## src/rtl/reg_file_rd.sv

```systemverilog
// Integer register file: 32 x XLEN, two registered read ports with write bypass,
// one write port, and a pending-write scoreboard feeding hazard logic.
module reg_file_rd #(
  parameter int XLEN     = 32,
  parameter int NUM_REGS = 32,
  parameter int ADDR_W   = 5
) (
  input  logic              clk,
  input  logic              rst,
  input  logic              stall,
  input  logic              flush,
  input  logic [ADDR_W-1:0] rs1_addr,
  input  logic [ADDR_W-1:0] rs2_addr,
  input  logic              rs1_rden,
  input  logic              rs2_rden,
  input  logic              dec_valid,
  input  logic              rd_issue_en,
  input  logic [ADDR_W-1:0] rd_issue_addr,
  input  logic              wr_en,
  input  logic [ADDR_W-1:0] wr_addr,
  input  logic [XLEN-1:0]   wr_data,
  output logic [XLEN-1:0]   rs1_data,
  output logic [XLEN-1:0]   rs2_data,
  output logic              rs1_busy,
  output logic              rs2_busy,
  output logic              rd_out_valid
);

  logic [XLEN-1:0]     regs [NUM_REGS];
  logic [NUM_REGS-1:0] busy;
  logic [NUM_REGS-1:0] busy_nxt;

  logic            wr_ok;
  logic            issue_ok;
  logic            rs1_hit;
  logic            rs2_hit;
  logic            rs1_live;
  logic            rs2_live;
  logic [XLEN-1:0] rs1_nxt;
  logic [XLEN-1:0] rs2_nxt;
  logic            rs1_busy_nxt;
  logic            rs2_busy_nxt;

  assign wr_ok    = wr_en && (wr_addr != '0);
  assign issue_ok = rd_issue_en && dec_valid && !stall && !flush && (rd_issue_addr != '0);

  assign rs1_live = rs1_rden && (rs1_addr != '0);
  assign rs2_live = rs2_rden && (rs2_addr != '0);
  assign rs1_hit  = wr_en && (wr_addr == rs1_addr);
  assign rs2_hit  = wr_en && (wr_addr == rs2_addr);

  always_comb begin
    rs1_nxt      = '0;
    rs2_nxt      = '0;
    rs1_busy_nxt = 1'b0;
    rs2_busy_nxt = 1'b0;
    if (rs1_live) begin
      rs1_nxt      = rs1_hit ? wr_data : regs[rs1_addr];
      rs1_busy_nxt = busy[rs1_addr] && !rs1_hit;
    end
    if (rs2_live) begin
      rs2_nxt      = rs2_hit ? wr_data : regs[rs2_addr];
      rs2_busy_nxt = busy[rs2_addr] && !rs2_hit;
    end
  end

  // Set is applied after clear so a new producer supersedes a retiring one.
  always_comb begin
    busy_nxt = busy;
    if (wr_ok)
      busy_nxt[wr_addr] = 1'b0;
    if (issue_ok)
      busy_nxt[rd_issue_addr] = 1'b1;
    busy_nxt[0] = 1'b0;
  end

  always_ff @(posedge clk or posedge rst) begin
    if (rst) begin
      for (int i = 0; i < NUM_REGS; i++)
        regs[i] <= '0;
      busy <= '0;
    end else begin
      if (wr_ok)
        regs[wr_addr] <= wr_data;
      busy <= busy_nxt;
    end
  end

  // Stall freezes the operand slot outright, even against writes that land meanwhile.
  always_ff @(posedge clk or posedge rst) begin
    if (rst) begin
      rs1_data     <= '0;
      rs2_data     <= '0;
      rs1_busy     <= 1'b0;
      rs2_busy     <= 1'b0;
      rd_out_valid <= 1'b0;
    end else if (!stall) begin
      if (flush) begin
        rs1_data     <= '0;
        rs2_data     <= '0;
        rs1_busy     <= 1'b0;
        rs2_busy     <= 1'b0;
        rd_out_valid <= 1'b0;
      end else begin
        rs1_data     <= rs1_nxt;
        rs2_data     <= rs2_nxt;
        rs1_busy     <= rs1_busy_nxt;
        rs2_busy     <= rs2_busy_nxt;
        rd_out_valid <= dec_valid;
      end
    end
  end

endmodule

```

## config.mk

```make
export PLATFORM = sky130hd
export DESIGN_NAME = reg_file_rd
export DESIGN_NICKNAME = d
export VERILOG_FILES = /design/src/rtl/reg_file_rd.sv
export SDC_FILE = /design/constraint.sdc
export NUM_CORES = 2
export LEC_CHECK = 0
export BUFFER_PORTS_ARGS = -buffer_cell sky130_fd_sc_hd__buf_2
export CORE_MARGIN = 8
export CORE_UTILIZATION = 55
export DETAILED_ROUTE_END_ITERATION = 16
export HOLD_SLACK_MARGIN = 0.06
export PLACE_DENSITY = 0.74
export SETUP_SLACK_MARGIN = 0.15
export SLEW_MARGIN = 40
export SYNTH_ARGS = -nofsm -noshare
export SYNTH_HDL_FRONTEND = slang
export SYNTH_SLANG_ARGS = --single-unit
```

## constraint.sdc

```tcl
create_clock -name clk -period 38.1 [get_ports clk]
set_clock_uncertainty 0.05 [all_clocks]
set_input_delay 7.62 -clock clk [delete_from_list [all_inputs] [get_ports clk]]
set_output_delay 7.62 -clock clk [all_outputs]
set_load 0.02 [all_outputs]
```

Word-level counts from Yosys, hierarchy flattened
Cells that the tools add are included.

Magnitude comparators: 10. Equal/unequal tests: 2. Mux-type cells: 30. Bitwise operators: 6. Reduce and logical (&&, ||, !) cells: 22.

Operators with widths (number): 1024-bit bitwise mux (1); 32-bit 2-to-1 mux (13); 32-bit binary-select mux with 5-bit select (2); 32-bit demux with 5-bit select (1); 32-bit AND (1); 32-bit NOT (1); 32-bit bitwise OR (1); 5-bit by 6-bit < comparator with 1-bit output, second input constant (4); 5-bit nonzero test (4); 6-bit >= comparator, second input constant (3); 5-bit NOT with 6-bit output (3); 1-bit logical AND (14); 1-bit binary-select mux with 5-bit select (2); 1-bit demux with 5-bit select (2); 5-bit == test (2); 5-bit by 1-bit >= comparator with 1-bit output, second input constant (2); 1-bit 2-to-1 mux (9); 6-bit by 1-bit < comparator with 1-bit output, second input constant (1); 1-bit zero test (4).

Register bits after elaboration: 1122. Input port bits: 61. Output and inout port bits: 67. Logic and storage cells: 108.

Logic depth before layout (Yosys ltp)
Word-level depth: 9. Depth in mapped cells: 10. Mapped depth without buffers: 5.

Worst setup path before layout
No wires, ideal clock.

Path type: input port to flip-flop. Start: in rs2_addr[2]. End: reg rs2_data[10]. Library setup time: 0.134 ns. Arrival: 9.617 ns. Required time: 37.916 ns. Slack: 28.299 ns. Stages: 7. Path buffers: 3. Path through: buf_2 clkbuf_1 buf_1 mux4_2 mux4_2 a222oi_1 o21ai_1.

Word-level cells in the longest chain between the ends: 7. Elaborated cells between the ends (all ways): 11. Classes of those cells: eq/ne: 1; mux: 6; bitwise: 1; reduce/logical: 3.

RTL lines: from (decl) (RTL line 13) `input logic [ADDR_W-1:0] rs2_addr,`; 5-bit NOT with 6-bit output (implied by the code) (RTL line 62) `rs2_nxt = rs2_hit ? wr_data : regs[rs2_addr];`; 32-bit binary-select mux with 5-bit select (RTL line 62); 32-bit 2-to-1 mux (implied by the code) (2 in a row) (RTL line 62); 32-bit 2-to-1 mux (RTL line 62); 32-bit 2-to-1 mux * (RTL line 61) `if (rs2_live) begin`; 32-bit 2-to-1 mux * (RTL line 98) `if (flush) begin`; to (signal assigned) (RTL line 106) `rs2_data <= rs2_nxt;`; to (decl) (RTL line 23) `output logic [XLEN-1:0] rs2_data,`.

Mark *: on every way between the ends. The rest lies on a longest branch, timed or not. The select of a mux whose other input is x is not followed. A chain may end at the register's enable or synchronous reset.

Worst setup path in the final report
Start: in rs2_addr[0]. End: reg rs2_data[19].

The elaborated chain is that of the path after synthesis.

==> impl_metrics.ini <==
[grt]
overflow = 0
grt_pass1_wl_mm = 259
grt_antenna_before_repair = 9
grt_start_max_net_pins = 154
globalRouteTotalUtil_pct = 29.3
grt_pass1_vias = 38700

[detailed_routing]
drtIter0Drc = 4032
drc = 0
avgRoutedWirePerCell_um = 32.9
first_pass_iters = 9
via_per_inst = 7.14
routed-via-count = 37400
wl_mm = 173
ant_nets = 0

[clock_network]
clock_sinks = 1122
cts_hold_buf = 0
ctsResizeCount = 0
cts-root-buf = clkbuf_16
path_clk_slew_ps = 60
cts_made_buffers = 117
tritoncts = yes
h-tree-depth = 3
clock_latency_ps = 720
cts_buffer_depth = 3
post-cts-setup-buffers = 0

[power]
vdd_drop_max_uv = 42.4
powerDensity_nw_per_um2 = 52.7
leakage_nw = 28.0

[yosys]
syn_area_um2 = 58400
synth_edf_count = 0
synth-seq-cells = 1122
synth_fp_nets = 3912
synth_top_cells_by_area = dfrtp_1 (48%), mux2_2 (19%), mux4_2 (18%)
synth_top_area_share_pct = 48.0
synth_cell_type_count = 51
syn_area_per_cell_um2 = 15.2
synth_warnings = 0
syn_inst = 3851
ys_seq_area_share_pct = 48.0
yosys.area.top_type = dfrtp_1
async_flop_share_pct = 100
synthFlopType = dfrtp_1

[cells_and_area]
fillerInstances = 7726
layout-drive-gt1-share_pct = 49.0
final_cell_mix = dfrtp_1 (1122), mux2_2 (964), mux4_2 (460)
multi_input_area_um2 = 28600
layout_commonest_cell = dfrtp_1
seq_area_um2 = 28100
layout.nets = 3814
area_delta_synth_final_pct = 9.86

[worst_setup_path]
worst_setup_path_start_kind = input port
required_ps = 38600
criticalPathCategory = input port to register
rrSetupSlack_ps = 35980
critPathMaxFanout = 62
endpoint_kind = register
arrival_ps = 11970

[timing]
finalCritPeriodShare_pct = 30.1
slew_headroom_pct = 38.9
fmax_ghz = 0.0872
fin_crit_ps = 11470
slew_viol_final = 0
setup-violations-final = 0
tns_ps = 0
hold_violations = 0
hold_ws_ps = 346
rsz0062_at_grt = no
worst_slew_pin_slew_ps = 917

[placed_design]
dp_hpwl_mm = 101
place.gp.congestion = 0.821
portBuffers = 127

[floorplanning]
fp.coreArea_um2 = 105000
die_h_um = 342
fp.dieW_um = 342
dieArea_um2 = 117000
rows = 119
start_util_pct = 55.5
boundaryPins = 128

[min_path]
hold_path.class = register to register

[run]
max_cap_viol_count = 0

[outcome]
outcome = complete, no violations
## path summary, 6_finish.rpt
kind,depth (start not counted),end,startpoint
max in group asynchronous,6,regs[984]$_DFFE_PP0P_,rst
min in group asynchronous,2,regs[584]$_DFFE_PP0P_,rst
min,0,regs[996]$_DFFE_PP0P_,regs[996]$_DFFE_PP0P_
min reg2reg,0,regs[996]$_DFFE_PP0P_,regs[996]$_DFFE_PP0P_
max,9,rs2_data[19]$_DFFE_PP0N_,rs2_addr[0]
max reg2reg,4,rs1_data[13]$_DFFE_PP0N_,regs[589]$_DFFE_PP0P_
## power by group
group / total [mW] / switching [mW] / internal, mW
Clock: 1.18 / 0.482 / 0.700
Sequential: 1.57 / 0.160 / 1.41
Combinational: 0.635 / 0.256 / 0.379
## worst max-delay path: stages
cell and delay (ps):
buf_8 480, buf_4 470, buf_4 620, buf_4 680, buf_4 490, mux4_2 550
mux4_2 490, a222oi_1 340, o21ai_1 110
## state kept, by name (all words and copies together), names as in the netlist
signal / cells
rs1_data: 32
rs1_busy: 1
busy: 31
rs2_data: 32
regs: 1024
rd_out_valid: 1
rs2_busy: 1
## Yosys cell counts, types with 4 or more instances
cell	n
inv_1	5
mux2i_1	269
xnor2_1	6
clkbuf_1	269
o21ai_1	63
o21a_1	63
and3_1	4
nand2_1	35
buf_4	17
and2_1	5
buf_2	67
nor3_1	5
nor2_1	16
nand3_1	7
xor2_1	4
or3_1	4
o21ai_0	24
nor3b_1	5
mux4_2	460
mux2_1	29
a22o_1	18
nand2b_1	5
nor2b_1	6
dfrtp_1	1122
buf_6	18
a22oi_1	5
mux2_2	964
a222oi_1	62
buf_1	73
a221oi_1	194
## per-stage QoR
step | cells | worst slack, ps | util, % | total power [mW] | instance area (um^2)
finish | 5243 | 26630 | 61.0 | 3.38 | 64200
global route | 5238 | 26330 | 61.0 | 3.51 | 64200
CTS | 5234 | 26650 | 60.9 | 3.39 | 64100
detailed placement | 5022 | 25920 | 57.1 | 2.21 | 60100
global placement | 5008 | 25490 | 56.8 | 2.17 | 59800
floorplan | 3851 | 14950 | - | 2.05 | 58400
## cell type report
class	instances	share of cell area, %
Multi-Input combinational cell	2277	44.5
Sequential cell	1122	43.7
Clock buffer	183	5.64
Timing Repair Buffer	228	2.76
Tap cell	1391	2.71
Clock inverter	29	0.555
Inverter	7	0.0585
Antenna cell	6	0.0234
## layer usage
layer	up-vias	global-route usage [%]	wire length, um
li1	15000	-	-
met1	20200	40.4	69600
met2	1730	45.4	80300
met3	454	6.64	15100
met4	4	12.1	7730
met5	-	0	27
## cell families (layout without fill, tap and decap cells)
logic type / count (synthesis) / in the layout / synth area share (%)
compound gates: 439 / 439 / 6.00
xor+xnor: 10 / 10 / 0.150
buf+inv: 452 / 447 / 3.39
flops: 1122 / 1122 / 48.0
mux: 1722 / 1722 / 41.5
other cells: 0 / 6 / 0
simple gates: 106 / 106 / 0.934
Power figures use the tool's default switching activity.
